===== src/rtl/lsu_mem_ctrl.sv =====
// rtl/lsu_mem_ctrl.sv - load/store stage with split read/write bus, lane extract and WB hold
module lsu_mem_ctrl #(
  parameter int         XLEN    = 64,
  parameter int         AW      = 32,
  parameter int         RD_W    = 5,
  parameter logic [3:0] DEV_TOP = 4'hA
) (
  input  logic              clk,
  input  logic              rst,
  input  logic              in_valid,
  output logic              in_ready,
  input  logic [1:0]        in_op,
  input  logic [1:0]        in_size,
  input  logic              in_unsigned,
  input  logic [AW-1:0]     in_addr,
  input  logic [XLEN-1:0]   in_wdata,
  input  logic [RD_W-1:0]   in_rd,
  input  logic              in_wen,
  input  logic [XLEN-1:0]   in_res,
  output logic              ar_valid,
  input  logic              ar_ready,
  output logic [AW-1:0]     ar_addr,
  output logic              ar_dev,
  input  logic              r_valid,
  output logic              r_ready,
  input  logic [XLEN-1:0]   r_data,
  input  logic              r_err,
  output logic              aw_valid,
  input  logic              aw_ready,
  output logic [AW-1:0]     aw_addr,
  output logic              aw_dev,
  output logic              w_valid,
  input  logic              w_ready,
  output logic [XLEN-1:0]   w_data,
  output logic [XLEN/8-1:0] w_strb,
  input  logic              b_valid,
  output logic              b_ready,
  input  logic              b_err,
  output logic              out_valid,
  input  logic              out_ready,
  output logic [RD_W-1:0]   out_rd,
  output logic              out_wen,
  output logic [XLEN-1:0]   out_data,
  output logic              out_err,
  output logic              fwd_busy,
  output logic              fwd_wen,
  output logic [RD_W-1:0]   fwd_rd,
  output logic [XLEN-1:0]   fwd_data
);

  localparam int SB   = XLEN / 8;
  localparam int OFFW = $clog2(SB);
  localparam logic [1:0] OP_LOAD  = 2'd1;
  localparam logic [1:0] OP_STORE = 2'd2;

  typedef enum logic [2:0] {IDLE, RADDR, RDATA, WREQ, WRESP, HOLD} state_t;

  state_t            state, state_nx;
  logic              accept;
  logic [1:0]        size_q;
  logic              uns_q;
  logic [AW-1:0]     addr_q;
  logic [XLEN-1:0]   wdata_q;
  logic [SB-1:0]     strb_q;
  logic [RD_W-1:0]   rd_q;
  logic              wen_q;
  logic [XLEN-1:0]   data_q;
  logic              err_q;
  logic              aw_done, w_done;

  // Decode of the incoming op: access width, alignment and byte-lane placement
  logic [3:0]        nbytes;
  logic              misalign;
  logic              is_mem;
  logic [OFFW-1:0]   off_in;
  logic [SB-1:0]     strb_in;
  logic [XLEN-1:0]   wdata_in;

  assign nbytes   = 4'd1 << in_size;
  assign misalign = (|(in_addr[3:0] & (nbytes - 4'd1))) || ((XLEN == 32) && (in_size == 2'd3));
  assign is_mem   = (in_op == OP_LOAD) || (in_op == OP_STORE);
  assign off_in   = in_addr[OFFW-1:0];
  assign strb_in  = (~({SB{1'b1}} << nbytes)) << off_in;
  assign wdata_in = in_wdata << {off_in, 3'b000};

  // Load lane extraction: shift the lane down, then sign/zero extend via a shift pair
  logic [6:0]             ext_sh;
  logic [XLEN-1:0]        lane, up, zext, load_val;
  logic signed [XLEN-1:0] sext;

  // Extension shift amount for the latched access size
  always_comb begin
    ext_sh = '0;
    case (size_q)
      2'd0:    ext_sh = 7'(XLEN - 8);
      2'd1:    ext_sh = 7'(XLEN - 16);
      2'd2:    ext_sh = 7'(XLEN - 32);
      default: ext_sh = '0;
    endcase
  end

  assign lane     = r_data >> {addr_q[OFFW-1:0], 3'b000};
  assign up       = lane << ext_sh;
  assign zext     = up >> ext_sh;
  assign sext     = $signed(up) >>> ext_sh;
  assign load_val = uns_q ? zext : $unsigned(sext);

  // State register
  always_ff @(posedge clk) begin
    if (rst) state <= IDLE;
    else     state <= state_nx;
  end

  // Next-state and handshake outputs; HOLD can retire and accept in the same cycle
  always_comb begin
    state_nx  = state;
    in_ready  = 1'b0;
    ar_valid  = 1'b0;
    r_ready   = 1'b0;
    aw_valid  = 1'b0;
    w_valid   = 1'b0;
    b_ready   = 1'b0;
    out_valid = 1'b0;
    accept    = 1'b0;
    case (state)
      IDLE:  in_ready = 1'b1;
      RADDR: begin
        ar_valid = 1'b1;
        if (ar_ready) state_nx = RDATA;
      end
      RDATA: begin
        r_ready = 1'b1;
        if (r_valid) state_nx = HOLD;
      end
      WREQ: begin
        aw_valid = !aw_done;
        w_valid  = !w_done;
        if ((aw_done || aw_ready) && (w_done || w_ready)) state_nx = WRESP;
      end
      WRESP: begin
        b_ready = 1'b1;
        if (b_valid) state_nx = HOLD;
      end
      HOLD: begin
        out_valid = 1'b1;
        in_ready  = out_ready;
        if (out_ready) state_nx = IDLE;
      end
      default: state_nx = IDLE;
    endcase
    accept = in_valid && in_ready;
    if (accept) begin
      if (is_mem && misalign)       state_nx = HOLD;
      else if (in_op == OP_LOAD)    state_nx = RADDR;
      else if (in_op == OP_STORE)   state_nx = WREQ;
      else                          state_nx = HOLD;
    end
  end

  // Op latch, write-channel progress and result capture
  always_ff @(posedge clk) begin
    if (rst) begin
      size_q  <= '0;
      uns_q   <= 1'b0;
      addr_q  <= '0;
      wdata_q <= '0;
      strb_q  <= '0;
      rd_q    <= '0;
      wen_q   <= 1'b0;
      data_q  <= '0;
      err_q   <= 1'b0;
      aw_done <= 1'b0;
      w_done  <= 1'b0;
    end else begin
      if (accept) begin
        size_q  <= in_size;
        uns_q   <= in_unsigned;
        addr_q  <= in_addr;
        wdata_q <= wdata_in;
        strb_q  <= strb_in;
        rd_q    <= in_rd;
        aw_done <= 1'b0;
        w_done  <= 1'b0;
        err_q   <= 1'b0;
        data_q  <= '0;
        if (is_mem && misalign) begin
          wen_q <= 1'b0;
          err_q <= 1'b1;
        end else if (in_op == OP_STORE) begin
          wen_q <= 1'b0;
        end else if (in_op == OP_LOAD) begin
          wen_q <= in_wen;
        end else begin
          wen_q  <= in_wen;
          data_q <= in_res;
        end
      end
      if (state == WREQ) begin
        if (aw_valid && aw_ready) aw_done <= 1'b1;
        if (w_valid && w_ready)   w_done  <= 1'b1;
      end
      if (state == RDATA && r_valid) begin
        data_q <= load_val;
        err_q  <= r_err;
        if (r_err) wen_q <= 1'b0;
      end
      if (state == WRESP && b_valid) err_q <= b_err;
    end
  end

  assign ar_addr  = {addr_q[AW-1:OFFW], {OFFW{1'b0}}};
  assign aw_addr  = {addr_q[AW-1:OFFW], {OFFW{1'b0}}};
  assign ar_dev   = (addr_q[AW-1:AW-4] == DEV_TOP);
  assign aw_dev   = (addr_q[AW-1:AW-4] == DEV_TOP);
  assign w_data   = wdata_q;
  assign w_strb   = strb_q;
  assign out_rd   = rd_q;
  assign out_wen  = wen_q;
  assign out_data = data_q;
  assign out_err  = err_q;
  assign fwd_busy = (state == RADDR) || (state == RDATA);
  assign fwd_wen  = (state != IDLE) && wen_q;
  assign fwd_rd   = rd_q;
  assign fwd_data = data_q;

endmodule


===== config.mk =====
export PLATFORM = sky130hd
export DESIGN_NAME = lsu_mem_ctrl
export DESIGN_NICKNAME = d
export VERILOG_FILES = /design/src/rtl/lsu_mem_ctrl.sv
export SDC_FILE = /design/constraint.sdc
export NUM_CORES = 1
export LEC_CHECK = 0
export ABC_AREA = 1
export ABC_CLOCK_PERIOD_IN_PS = 2100
export CAP_MARGIN = 40
export CORE_AREA = 2 2 206 208
export CTS_CLUSTER_SIZE = 16
export DETAILED_ROUTE_END_ITERATION = 16
export DIE_AREA = 0 0 208 210
export PLACE_DENSITY_LB_ADDON = 0.2
export SLEW_MARGIN = 20
export SYNTH_ARGS = -nofsm -noshare
export SYNTH_HDL_FRONTEND = slang
export SYNTH_SLANG_ARGS = --single-unit

===== constraint.sdc =====
create_clock -name clk -period 2.1 [get_ports clk]
set_input_delay 0.21 -clock clk [delete_from_list [all_inputs] [get_ports clk]]
set_output_delay 0.21 -clock clk [all_outputs]
set_load 0.05 [all_outputs]

==> summary.md, run 1 <==
Across the VDD grid, the largest voltage drop is 0.5572 mV. At the worst endpoint, the arrival time is 1.82 ns. The primary flip-flop cell chosen by synthesis mapping is sky130_fd_sc_hd__dfxtp_1. The switching portion of total power came out at 0.5213. For the aggregate routed wire length, the log shows 57510 um.

The internal power of the cells totals 11.16 mW. The critical path capture point type was an output port. The logs give 0.637 for the portion of total power attributed to combinational logic and 0.149 for the clock network power share. The maximum buffer depth of the clock tree is 2, and the clock-pin slew on the worst setup and hold paths is 0.08 ns. STA puts the critical path data required time at 1.89 ns. Hold is met by 0.3239 ns. The logs give 0.5697 for the remaining max-slew budget at the tightest pin and 12.16 mW for the total net switching power. TritonCTS created 17 clock buffers. The synthesized instance count was 1869. Dividing the detail-routed wire length by the instance count gives 20.40 um. Setup violations remaining at the end of the flow were counted as 0. The floorplan die area was 43680 um2; the post-route antenna net violation count was 0.

The tools report the max-capacitance violation count as 0. The routability-driven placement congestion ratio is 0.9690, and the clock insertion delay at the later pin of the skew report is 0.45 ns. For this run, the detailed router's first-pass iteration total came to 5. The sequential share of the synthesized area came out at 0.3030. During I/O placement, the number of pins put on the boundary was 533. The run finished with clean final reports. The standard cell with the maximum stage delay on the critical path was sky130_fd_sc_hd__clkdlybuf4s50_1.

The arithmetic-cell share of the synthesized area counting full adders, half adders and majority gates is 0.002070, and the remaining design rule violation count is 0. The tree built by TritonCTS fans out to 183 sinks. Of all nets on the critical path, the largest fanout is 2. The clock tree synthesis step divided the H-tree into 4 levels.

Traced cell by cell, the critical path runs through clkdlybuf4s50_1. The first global-routing pass estimated 85170 um of wire. In this run the standard cell core region covers 41480 um2.

Overall power after layout: 23.32 mW. The category of the most critical setup path is register to output port. In this run, synthesis produced a sequential element count of 183.

Before CTS, the worst setup slack after placement is -0.2487 ns. The initial core utilization was 0.2915; the buffer and inverter count on the worst path was 1. The power density over the cells is 1289 nW/um2, and the maximum achievable frequency is 0.4915 GHz.

For this design the static power due to leakage is 7.182 nW. Entering global routing, the biggest net connects 115 pins. For the violation count after the first detailed-routing iteration, the log shows 913.

Number of hold violations in the final report: 0. The mapped netlist covers 12090 um2. For this run, the post-layout net count is 2515. The routed layout has 14087 vias. Count of buffers inserted at the top-level ports: 526. The transition time of the tightest slew-check pin is 0.6434 ns. For the count of unique library cells instantiated by Yosys, the log shows 52. For the placement row count, the log shows 75. TritonCTS built the clock tree. The fraction of the cycle the final worst path needs is 0.9688. Setup repair after global routing could not meet its margin everywhere. For the sequential power share, the log shows 0.214. The fraction of final layout cells sized beyond drive strength 1 came out at 0.09917. The fraction of synthesized cell area in xor and xnor cells works out to 0. The shortest period the worst path allows is 2.035 ns. Across all setup checks in the final design, the least slack found is 0.06543 ns. On the worst path, the slowest cell contributes a delay of 0.88 ns. The floorplan step set the die height to 210 um. The run gives 0.2539 as the global-route total usage across every layer. Using the TritonRoute via totals, the vias-per-cell ratio works out to 4.997.

Relative to the synthesized area, the layout overhead comes to 49.66%. On the final layout, the worst clock skew is 0.01118 ns. The final max-slew violation count was 0; the initial antenna violation count was 3. The buffer cell driving the clock tree root was sky130_fd_sc_hd__clkbuf_16.

Number of global-route vias before repair: 13957. The share of async-settable or async-resettable flops after synthesis is 0. The portion of netlist area occupied by mux cells is 0.01490, and the count of flip-flops with a built-in enable after synthesis is 0. The fraction of the mapped netlist area in compound gates was 0.2221; the number of warnings printed during yosys synthesis was 0. The cell family with the largest share of critical-path delay was buffers and inverters. The path type of the worst min-delay path was input pin to register. The average instance in the mapped netlist occupies 6.468 um2. Setup total negative slack on the finished layout was measured at 0 ns. By area, the combinational part of the netlist is dominated by simple AND/OR/NAND/NOR gates.

Once detailed placement completed, the half-perimeter wirelength came to 45340 um. The startpoint class of the critical path was a register. The basic-gate share of the synthesized area counting and, or, nand and nor cells was 0.2873; the sum of overflow across all layers after global routing was 0.

The die is 208 um wide.
## metrics by stage
stage / cells / instance area (um2) / utilization
CTS: 2814 / 17980 / 0.4334
floorplan: 1874 / 12120 / -
finish: 2819 / 18090 / 0.4362
detailed placement: 2783 / 17360 / 0.4184
global placement: 2783 / 17360 / 0.4184
global route: 2818 / 18090 / 0.4361
## power groups by stage
stage	clock network, mW	registers, mW	logic (mW)
floorplan	0	6.49	8.40
global placement	0	5.04	14.6
detailed placement	0	5.05	14.6
CTS	3.57	4.98	14.7
global route	3.70	5.08	15.8
finish	3.48	4.99	14.8
## metal layers
metal,part of all wire,track usage
met2,0.50,0.4589
met5,0.00047,0
met4,0.023,0.07483
met3,0.064,0.05334
met1,0.41,0.3017
## tightest hold or removal path: cells and delay by family
kind	cells	cell delay, ns
compound gates	1	0.16
buf+inv	2	0.37
## final timing paths
check / start / to / slack [ns] / cells past startpoint
max: w_data[25]$_SDFFE_PP0P_ / w_data[25] / 0.07 / 1
min: rst / state[0]$_SDFFE_PP0P_ / 0.32 / 3
max reg2reg: addr_q[1]$_SDFFE_PP0P_ / fwd_data[8]$_SDFFE_PP0P_ / 0.11 / 10
min reg2reg: w_data[1]$_SDFFE_PP0P_ / w_data[1]$_SDFFE_PP0P_ / 0.47 / 2
## registers in the layout, summed over array words and instances (netlist names)
register / count
out_err: 1
w_data: 64
state: 3
addr_q: 32
out_wen: 1
w_done: 1
fwd_rd: 5
fwd_data: 64
uns_q: 1
size_q: 2
w_strb: 8
aw_done: 1
## placed cells by master (no fill, tap or decap), drive strengths merged, types with 4 or more instances in the layout
cell type / instances
nand2: 527
clkdlybuf4s50: 509
o21ai: 200
dfxtp: 183
nor2: 160
buf: 128
nand3: 124
a21oi: 110
inv: 103
a22oi: 48
a31oi: 48
o211ai: 24
clkbuf: 20
mux2i: 18
nor3: 8
or2: 8
o22ai: 7
conb: 6
a31o: 6
and2: 5
o221ai: 4
nand4: 4
a211oi: 4
clkinv: 4
## cells in the mapped netlist, drive strengths merged, types with 6 or more instances
library cell | n | share of area
nand2 | 527 | 0.17
buf | 218 | 0.12
o21ai | 200 | 0.086
dfxtp | 183 | 0.30
nor2 | 160 | 0.055
nand3 | 124 | 0.053
a21oi | 110 | 0.046
inv | 98 | 0.031
clkbuf | 49 | 0.015
a22oi | 48 | 0.030
a31oi | 48 | 0.025
o211ai | 24 | 0.015
mux2i | 18 | 0.015
nor3 | 8 | 0.0042
or2 | 8 | 0.0041
o22ai | 7 | 0.0036
a31o | 6 | 0.0043
## cell type report
| class | count | area, um2 |
|---|---|---|
| tap | 539 | 674.4 |
| timing repair inverter | 1 | 7.507 |
| antenna | 1 | 2.502 |
| clock inverter | 12 | 163.9 |
| inverter | 99 | 390.4 |
| clock buffer | 19 | 442.9 |
| sequential | 183 | 3671 |
| timing repair buffer | 640 | 6296 |
| multi-input combinational | 1325 | 6444 |
| fill | 4341 | 23380 |
## what timing repair did
item                                    CTS  global route
pin swaps                                 0             1
buffers inserted                          0             2
gates cloned                              0             2
gates resized for setup                   9            25
hold buffers                              0             0
endpoints found under the setup margin   25            64
## cells by family (layout without fill, tap and decap cells)
kind of cell	count (synthesis)	count (layout)
and+or+nand+nor	837	837
AOI/OAI and AO/OA	462	462
buffers and inverters	366	771
DFF	183	183
muxes	18	18
adders and majority gates	2	2
other	1	7
Note: power is estimated with default switching activity, not from simulation.
==> inputs of run 2 (changes only) <==
RECOVER_POWER = 100   (was default)
==> run 2 against run 1 <==
  * Wire length about the same
  * Hold slack got worse by 0.0079 ns
  * Clock power about the same
  * Global-route usage unchanged
  * Sequential power decreased by 0.8%
  * Setup slack got worse by 0.00053 ns
  * Final area decreased by 0.21%
  * Non-clock buffer count unchanged
  * Largest power group unchanged
  * Highest routed layer unchanged
==> summary.md, run 2 (synthesized netlist as in run 1, its figures left out) <==
Dividing the detail-routed wire length by the instance count gives 20.38 um. The transition time of the tightest slew-check pin was 0.8096 ns. The fraction of final layout cells sized beyond drive strength 1 was 0.09741; the via count was 14121. The startpoint class of the critical path is a register. The routed via count divided by cell count was 5.009. The highest net fanout along the worst path is 2. Traced cell by cell, the critical path runs through clkdlybuf4s50_1. The library cells used most frequently in the layout, excluding fill and tap cells, are sky130_fd_sc_hd__nand2_1, sky130_fd_sc_hd__clkdlybuf4s50_1, sky130_fd_sc_hd__dlygate4sd3_1, sky130_fd_sc_hd__dfxtp_1, sky130_fd_sc_hd__o21ai_0. The tools report the number of instances in the placed design as 2783. The startpoint identified for the worst register-to-register timing path is addr_q[1]$_SDFFE_PP0P_.

Number of iterations in the first detailed-routing pass: 5. TritonCTS built the clock tree. Floorplan die area: 43680 um2.

The static leakage power came out at 7.725 nW. The number of filler cells placed in the layout was 4349; the growth of design area from synthesis to finish was 49.34%. The logs give 0.5599 mV for the worst supply voltage drop on vdd and 0.216 for the sequential power share.

For this run, the top clock speed supported by timing is 0.4914 GHz. The sum of overflow across all layers after global routing is 0. The non-filler instance count after layout came out at 2819. The floorplan step set the die width to 208 um. The number of global-route vias before repair is 13957, and the clock-pin slew on the worst setup and hold paths is 0.08 ns. The end point of the critical path was w_data[25].

Counting I/O delays and the setup requirement, the final critical path takes 2.035 ns. The count of buffers inserted at the top-level ports works out to 526. Entering global routing, the biggest net connects 115 pins.

Switching portion of total power: 0.5273. At the later pin of the worst-skew pair, clock insertion delay measures 0.46 ns. The worst reg2reg path depth is 10. In this run the power density over the cells is 1271 nW/um2.

Once detail routing completed, the nets flagged for antenna violations numbered 0. The remaining max-slew budget at the tightest pin came out at 0.4626. The logs give 2 for the maximum buffer depth of the clock tree and 3 for the initial antenna violation count. From bottom edge to top edge, the die measures 210 um.

Data arrives at the worst endpoint at 1.83 ns. The placement row count is 75. The maximum cell stage delay along the critical path works out to 0.88 ns. The path type of the worst min-delay path was input pin to register. The cell family with the largest share of critical-path delay is buffers and inverters. Buffer and inverter count on the worst path: 1. For the number of hold violations in the final report, the log shows 0.

The run gives 0 as the number of buffers inserted for hold repair after clock tree synthesis. The tools report the portion of total power attributed to combinational logic as 0.633. Internal power comes to 10.85 mW. The largest individual stage delay along the critical path comes from the cell sky130_fd_sc_hd__clkdlybuf4s50_1. The run gives 1.89 ns as the worst endpoint required time. Detailed placement ended at an HPWL of 45340 um. The core region is 41480 um2.

The run gives 972 as the violation count after the first detailed-routing iteration. The run gives 0.2915 as the initial core utilization. The congestion estimate from routability-driven global placement came to 0.9690. The number of clock buffers inserted by TritonCTS was 17.

For the wire length of the first global-routing pass, the log shows 85170 um. The total number of cells along the worst setup path was 1. For this run, design rule violations remaining after detail routing come to 0. Worst reg-to-reg setup slack: 0.13 ns. The total net switching power is 12.10 mW, and the global-route total usage across every layer is 0.2539. The flow ran to the end, and the final reports show no timing, DRC or antenna violations. Pin placement for this block handled 533 I/O pins. The run gives 17360 um2 as the area of placed instances. After routing the design area is 18050 um2.

The run gives 183 as the clock sink total. Capture point of the worst reg-to-reg path: fwd_data[8]$_SDFFE_PP0P_. The net count of the finished layout is 2515. The tools report the H-tree depth as 4. The worst setup path is captured at an output port. The critical path is of the register to output port type.

The fraction of the cycle the final worst path needs came out at 0.9691. After detailed routing, the total wire length is 57460 um. The tools report the origin of the worst setup path as w_data[25]$_SDFFE_PP0P_. The most common cell after layout, fill and taps aside was sky130_fd_sc_hd__nand2_1. Clock skew on the completed layout was measured at 0.01558 ns.

The max-capacitance violation count was 0; the final-report setup violation count was 0. For the final max-slew violation count, the log shows 0. Setup repair after global routing could not meet its margin everywhere. The clock network power share is 0.152. The buffer cell driving the clock tree root is sky130_fd_sc_hd__clkbuf_16.
run 2: cell count changes in the layout (fill, tap and decap cells not counted):
| cell | delta |
|---|---|
| sky130_fd_sc_hd__buf_4 | -13 |
| sky130_fd_sc_hd__clkbuf_1 | +3 |
| sky130_fd_sc_hd__clkdlybuf4s50_1 | -190 |
| sky130_fd_sc_hd__clkbuf_2 | +9 |
| sky130_fd_sc_hd__clkbuf_4 | +1 |
| sky130_fd_sc_hd__dlygate4sd3_1 | +190 |
| sky130_fd_sc_hd__nor3_1 | +1 |
| sky130_fd_sc_hd__nor3_2 | -1 |
run 2: repair_timing:
action	CTS	global route
gates cloned	0	2
pin swaps	0	1
setup endpoints to repair	25	64
setup buffers	0	2
resized for setup	9	25
run 2: area by class of cell:
type                            count  area, um2  share of cell area
Timing Repair inverter              1      7.507           0.0004158
Clock buffer                       19      442.9             0.02453
Clock inverter                     12      163.9            0.009079
Sequential cell                   183       3671              0.2033
Timing Repair Buffer              640       6262              0.3469
Tap cell                          539      674.4             0.03736
Inverter                           99      390.4             0.02162
Antenna cell                        1      2.502           0.0001386
Multi-Input combinational cell   1325       6439              0.3566
run 2: layer usage:
metal,vias to the layer above,part of all wire,GRT usage
met4,4,0.024,0.07483
li1,6882,-,-
met2,533,0.50,0.4589
met1,6636,0.41,0.3017
met5,-,0.00047,0
met3,66,0.062,0.05334
run 2: power groups by stage:
stage	combinational, mW	clock, mW	sequential [mW]
finish	14.5	3.48	4.95
global route	15.5	3.70	5.05
CTS	14.7	3.57	4.98
detailed placement	14.6	0	5.05
global placement	14.6	0	5.04
floorplan	8.40	0	6.49
run 2: worst min path at each step:
stage                            from                       end  slack [ns]  cells after the start
6_report                          rst     state[0]$_SDFFE_PP0P_        0.32                      3
5_1_grt                     in_res[0]  fwd_data[0]$_SDFFE_PP0P_        0.32                      3
4_1_cts                        in_wen        out_wen$_SDFF_PP0_        0.31                      3
3_5_place_dp   w_data[2]$_SDFFE_PP0P_    w_data[2]$_SDFFE_PP0P_        0.46                      2
3_3_place_gp        w_done$_SDFF_PP0_         w_done$_SDFF_PP0_        0.45                      2
2_1_floorplan               in_res[2]  fwd_data[2]$_SDFFE_PP0P_        0.35                      2
run 2: per-stage QoR:
stage | setup TNS [ns] | hold WS [ns] | worst slack (ns) | total power [mW] | utilization
6_report | 0 | 0.3160 | 0.06490 | 22.95 | 0.4353
5_1_grt | -0.04000 | 0.3242 | -0.02182 | 24.21 | 0.4352
4_1_cts | 0 | 0.3090 | 0.005746 | 23.22 | 0.4334
3_5_place_dp | -6.889 | 0.4557 | -0.2487 | 19.65 | 0.4184
3_3_place_gp | -5.734 | 0.4520 | -0.2228 | 19.64 | 0.4184
2_1_floorplan | 0 | 0.3530 | 0.01937 | 14.89 | -
